<file path="src/rtl/eq_pkg.sv">
// Shared constants, state encoding and output scaling
// for the equalizer band scheduler.
package eq_pkg;

   localparam int NUM_BANDS  = 10;
   localparam int UNITY_GAIN = 128;
   localparam int SAMPLE_W   = 24;
   localparam int GAIN_W     = 8;
   localparam int PROD_W     = SAMPLE_W + GAIN_W + 1;
   localparam int ACC_W      = 37;
   localparam int BAND_W     = 4;
   localparam int ADDR_W     = 8;
   localparam int FRAC_BITS  = 7;

   localparam logic [ADDR_W-1:0] GAIN_ADDR_BASE = 8'h01;

   localparam logic signed [ACC_W-1:0] SAT_MAX = 37'sd8388607;
   localparam logic signed [ACC_W-1:0] SAT_MIN = -37'sd8388608;

   typedef enum logic [1:0] {
      IDLE,
      RUN,
      OUT
   } state_t;

   // Drop the Q1.7 fraction, then clamp to the sample range.
   function automatic logic [SAMPLE_W-1:0] sat_shift(
      input logic signed [ACC_W-1:0] acc
   );
      logic signed [ACC_W-1:0] s;
      s = acc >>> FRAC_BITS;
      if (s > SAT_MAX)
         return SAT_MAX[SAMPLE_W-1:0];
      else if (s < SAT_MIN)
         return SAT_MIN[SAMPLE_W-1:0];
      else
         return s[SAMPLE_W-1:0];
   endfunction

endpackage

</file>
<file path="src/rtl/eq_gain_bank.sv">
// Shadow/active band gains with register decode.
// Active set is refreshed from shadow only on load.
module eq_gain_bank #(
   parameter int NUM_BANDS  = eq_pkg::NUM_BANDS,
   parameter int UNITY_GAIN = eq_pkg::UNITY_GAIN
) (
   input  logic       clk,
   input  logic       rst_n,
   input  logic       load,
   input  logic       wr_en,
   input  logic [7:0] wr_addr,
   input  logic [7:0] wr_data,
   input  logic [3:0] rd_sel,
   output logic [7:0] rd_gain
);
   import eq_pkg::*;

   localparam logic [7:0] ADDR_LAST =
      8'(int'(GAIN_ADDR_BASE) + NUM_BANDS - 1);
   localparam logic [7:0] GAIN_RST = 8'(UNITY_GAIN);

   logic [7:0] shadow [NUM_BANDS];
   logic [7:0] active [NUM_BANDS];
   logic       wr_hit;
   logic [7:0] wr_idx;

   assign wr_hit = wr_en
                && (wr_addr >= GAIN_ADDR_BASE)
                && (wr_addr <= ADDR_LAST);
   assign wr_idx = wr_addr - GAIN_ADDR_BASE;

   // Shadow takes writes; active snapshots the old shadow on load.
   always_ff @(posedge clk or negedge rst_n) begin
      if (!rst_n) begin
         for (int i = 0; i < NUM_BANDS; i++) begin
            shadow[i] <= GAIN_RST;
            active[i] <= GAIN_RST;
         end
      end else begin
         for (int i = 0; i < NUM_BANDS; i++) begin
            if (wr_hit && wr_idx == 8'(i))
               shadow[i] <= wr_data;
            if (load)
               active[i] <= shadow[i];
         end
      end
   end

   // Gain lookup for the band currently requested.
   always_comb begin
      rd_gain = '0;
      for (int i = 0; i < NUM_BANDS; i++)
         if (rd_sel == 4'(i))
            rd_gain = active[i];
   end

endmodule

</file>
<file path="src/rtl/eq_band_scheduler.sv">
// Sequences one sample through all EQ bands, scales each
// band by its gain and emits the saturated weighted sum.
module eq_band_scheduler #(
   parameter int NUM_BANDS  = eq_pkg::NUM_BANDS,
   parameter int UNITY_GAIN = eq_pkg::UNITY_GAIN
) (
   input  logic               clk,
   input  logic               rst_n,
   input  logic signed [23:0] audio_in,
   input  logic               audio_valid,
   output logic               audio_ready,
   input  logic               gain_wr_en,
   input  logic [7:0]         gain_wr_addr,
   input  logic [7:0]         gain_wr_data,
   output logic signed [23:0] sample_hold,
   output logic               band_req,
   output logic [3:0]         band_sel,
   input  logic               band_ack,
   input  logic signed [23:0] band_data,
   output logic signed [23:0] audio_out,
   output logic               out_valid
);
   import eq_pkg::*;

   localparam logic [3:0] LAST_IDX = 4'(NUM_BANDS - 1);

   state_t                    state;
   state_t                    state_nx;
   logic [3:0]                band_idx;
   logic signed [ACC_W-1:0]   acc;
   logic signed [PROD_W-1:0]  prod;
   logic [7:0]                gain;
   logic                      accept;
   logic                      take;
   logic                      last;

   assign accept   = (state == IDLE) && audio_valid;
   assign take     = (state == RUN) && band_ack;
   assign last     = (band_idx == LAST_IDX);
   assign band_sel = band_idx;
   assign prod     = band_data * $signed({1'b0, gain});

   eq_gain_bank #(
      .NUM_BANDS  (NUM_BANDS),
      .UNITY_GAIN (UNITY_GAIN)
   ) u_gain (
      .clk     (clk),
      .rst_n   (rst_n),
      .load    (accept),
      .wr_en   (gain_wr_en),
      .wr_addr (gain_wr_addr),
      .wr_data (gain_wr_data),
      .rd_sel  (band_idx),
      .rd_gain (gain)
   );

   // State register.
   always_ff @(posedge clk or negedge rst_n) begin
      if (!rst_n)
         state <= IDLE;
      else
         state <= state_nx;
   end

   // Next-state and handshake outputs.
   always_comb begin
      state_nx    = state;
      audio_ready = 1'b0;
      band_req    = 1'b0;
      unique case (state)
         IDLE: begin
            audio_ready = 1'b1;
            if (audio_valid)
               state_nx = RUN;
         end
         RUN: begin
            band_req = 1'b1;
            if (band_ack && last)
               state_nx = OUT;
         end
         OUT:     state_nx = IDLE;
         default: state_nx = IDLE;
      endcase
   end

   // Capture, multiply-accumulate and output scaling.
   always_ff @(posedge clk or negedge rst_n) begin
      if (!rst_n) begin
         sample_hold <= '0;
         acc         <= '0;
         band_idx    <= '0;
         audio_out   <= '0;
         out_valid   <= 1'b0;
      end else begin
         out_valid <= 1'b0;
         if (accept) begin
            sample_hold <= audio_in;
            acc         <= '0;
            band_idx    <= '0;
         end
         if (take) begin
            acc <= acc + {{(ACC_W-PROD_W){prod[PROD_W-1]}}, prod};
            if (!last)
               band_idx <= band_idx + 4'd1;
         end
         if (state == OUT) begin
            audio_out <= sat_shift(acc);
            out_valid <= 1'b1;
         end
      end
   end

endmodule

</file>
<file path="config.mk">
export PLATFORM = sky130hd
export DESIGN_NAME = eq_band_scheduler
export DESIGN_NICKNAME = d
export VERILOG_FILES = /design/src/rtl/eq_pkg.sv /design/src/rtl/eq_gain_bank.sv /design/src/rtl/eq_band_scheduler.sv
export SDC_FILE = /design/constraint.sdc
export NUM_CORES = 1
export LEC_CHECK = 0
export CORE_MARGIN = 2
export CORE_UTILIZATION = 65
export CTS_CLUSTER_SIZE = 28
export DETAILED_ROUTE_END_ITERATION = 7
export PLACE_DENSITY_LB_ADDON = 0.12
export RECOVER_POWER = 50
export SLEW_MARGIN = 20
export SYNTH_ARGS = -nofsm -noshare
export SYNTH_HDL_FRONTEND = slang
export SYNTH_SLANG_ARGS = --single-unit
</file>
<file path="constraint.sdc">
create_clock -name clk -period 25.2 [get_ports clk]
set_input_delay 7.56 -clock clk [delete_from_list [all_inputs] [get_ports clk]]
set_output_delay 7.56 -clock clk [all_outputs]
set_load 0.005 [all_outputs]
</file>
==> metrics.csv <==
stage,metric,value,unit
sta,tightest_slew,5170,ps
worst_hold_path,worstHoldPathType,reg2reg,
sta,fin_setup_tns,0,ps
finish,layout.nets,2452,
worst_setup_path,cp.arrival,14330,ps
floorplan,die_w,173,um
worst_setup_path,worst_setup_path_end_kind,asynchronous set/reset pin,
sta,finalClockSkew,34.0,ps
grt,grt_max_degree,108,
synthesis,async_reset_ff_share,100,%
synthesis,synth_seq_area_share,34.2,%
finish,syn2layout_area_growth,13.0,%
place,gp_congestion,0.911,
clocking,cts.path.max_buffers,3,
sta,clock.fmax,68.2,MHz
worst_setup_path,r2r_slack,15050,ps
detailed_routing,drt_iter0_drc,1022,
detailed_routing,wl_met2,21600,um
detailed_routing,highest_layer,met4,
worst_setup_path,reg2regPathDepth,41,
floorplan,core_area,27900,sq um
worst_setup_path,crit_start,rst_n,
clocking,cts_resized,0,
synthesis,synth_area_per_cell,9.09,sq um
floorplan,start_util,66.3,%
clocking,numCtsBuffers,26,
synthesis,yosys_warnings,0,
detailed_routing,wl_met1,17700,um
synthesis,synthCells,2037,
worst_setup_path,startpoint_type,primary input,
synthesis,synth_nets,2367,
clocking,htreeDepth,1,
worst_setup_path,path_buf_inv,2,
floorplan,io_pins,124,
worst_setup_path,cp_top_family,buffers and inverters,
finish,final_common_cell,nand2_1,
grt,track_usage,28.8,%
sta,final_hold_viol_count,0,
detailed_routing,wl_per_cell,16.9,um
flow_run,maxCapViolCount,5,
worst_setup_path,crit_end,u_gain.active[50],
synthesis,synth-seq-cells,252,
worst_setup_path,timing.rr.start,band_sel[1],
place,post-dp-hpwl,30900,um
worst_setup_path,cpMostUsedCell,clkbuf_1,
detailed_routing,num_vias,14200,
finish,antennaDiodeCount,0,
worst_setup_path,crit_type,in2async,
detailed_routing,wl_met3,1720,um
floorplan,placementRows,61,
floorplan,die-area,29900,sq um
run_status,status,finished with violations,
grt,grt_pass1_wl,70500,um
worst_setup_path,r2r-end,acc[35],
grt,antenna_found_initial,0,
clocking,cts_tree,yes,
run_status,violations,"max-capacitance violations, max-slew violations",
synthesis,ys.flop_type,dfrtp_1,
sta,grt_setup_unrepaired,no,
detailed_routing,postRouteAntennaNets,0,
grt,grt_pass1_vias,14300,
worst_setup_path,crit_cells,2,
finish,final_cell_mix,"nand2_1, dfrtp_1, inv_1",
worst_setup_path,required,24870,ps
sta,period_needed,14660,ps
clocking,clkTransAtPathRegs,60,ps
finish,final_util,74.9,%
worst_setup_path,path_cells,"clkbuf_1, clkbuf_1",
detailed_routing,vias_per_cell,5.65,
finish,post_route_cells_drive_above_1_share,6.26,%
grt,grt_overflow_total,0,
synthesis,synth-edff-count,0,
worst_setup_path,slowest_stage,clkbuf_1,
detailed_routing,drc,0,
detailed_routing,drt_wl_total,42600,um
sta,slew_headroom,-245,%
worst_setup_path,critPathMaxStageDelay,3550,ps
sta,period_share,58.2,%
clocking,post-cts-setup-buffers,0,
floorplan,dieHeight,173,um
sta,finalSetupViolCount,0,
clocking,cts_sinks,252,
sta,drv_slew,398,
place,io_buffers,123,
worst_setup_path,path_max_fanout,96,
clocking,clock_insertion_delay_worst_skew,550,ps
clocking,cts_root_buffer,clkbuf_16,
detailed_routing,firstDrtPassIters,8,
synthesis,synth_cell_types,59,
synthesis,netlist_area,18500,sq um
clocking,holdBufCountCts,0,
finish,n_fill_cell,2143,
-- synth_stat cells, types with 23 or more instances --
cell type | n | share of area (%)
nand2_1 | 522 | 11
dfrtp_1 | 232 | 31
inv_1 | 223 | 4.5
fa_1 | 151 | 16
and2_1 | 118 | 4.0
ha_1 | 110 | 7.4
nor2_1 | 80 | 1.6
o21ai_1 | 79 | 2.1
a21oi_1 | 72 | 1.9
clkbuf_1 | 65 | 1.3
mux2_2 | 44 | 2.7
mux2_1 | 36 | 2.2
xnor2_1 | 34 | 1.6
a21o_1 | 28 | 1.1
xor2_1 | 26 | 1.2
o21ai_0 | 23 | 0.62
-- worst reg2reg max path: cells and delay by family (launching register included) --
| family | cells | cell delay, ps |
|---|---|---|
| buf+inv | 5 | 610 |
| compound gates | 21 | 4700 |
| simple gates | 6 | 790 |
| flops | 1 | 500 |
| xor+xnor | 2 | 330 |
| fa+ha+maj | 7 | 3060 |
-- worst min path at each step --
| stage | to | startpoint | cells past startpoint |
|---|---|---|---|
| after floorplan | u_gain.active[23] | u_gain.shadow[23] | 2 |
| after global placement | u_gain.active[39] | u_gain.shadow[39] | 2 |
| after detailed placement | u_gain.active[79] | u_gain.shadow[79] | 2 |
| after CTS | u_gain.active[79] | u_gain.shadow[79] | 2 |
| after global routing | u_gain.active[79] | u_gain.shadow[79] | 2 |
| final | u_gain.active[79] | u_gain.shadow[79] | 2 |
-- cell type report --
type / instances / area [sq um] / area share, %
Inverter: 224 / 841 / 4.02
Sequential cell: 252 / 6330 / 30.2
Clock inverter: 7 / 73.8 / 0.353
Timing Repair Buffer: 137 / 1320 / 6.30
Tap cell: 378 / 473 / 2.26
Multi-Input combinational cell: 1481 / 11100 / 52.9
Clock buffer: 41 / 827 / 3.95
-- state kept, by name (all words and copies together) (netlist names) --
signal,count
acc,37
audio_out,24
band_sel,4
out_valid,1
sample_hold,24
state,2
u_gain.active,80
u_gain.shadow,80
-- through the flow --
step | cell area, sq um | setup slack (ps) | cells | hold slack, ps
after floorplan | 18500 | 11430 | 2037 | 432
after global placement | 20100 | 10380 | 2472 | 438
after detailed placement | 20100 | 10110 | 2472 | 441
after CTS | 21000 | 10650 | 2520 | 452
after global routing | 20900 | 8900 | 2520 | 469
final | 20900 | 10540 | 2520 | 450
-- metal layers --
metal	vias up	global-route usage, %
met3	105	2.86
met5	-	0
met4	0	10.9
met2	375	50.3
li1	6703	-
met1	7050	37.4
-- cells by family (layout without fill, tap and decap cells) --
family / count (synthesis) / count (layout) / share of synthesized area (%)
simple gates: 802 / 802 / 18.8
mux: 80 / 80 / 4.86
buf+inv: 304 / 409 / 6.17
fa+ha+maj: 261 / 261 / 23.8
xor+xnor: 60 / 60 / 2.84
flops: 252 / 252 / 34.2
compound gates: 278 / 278 / 9.35
Power is left out: the tool's default activity adds up to more than one toggle a clock period on the data nets, which glitch-free logic cannot reach.
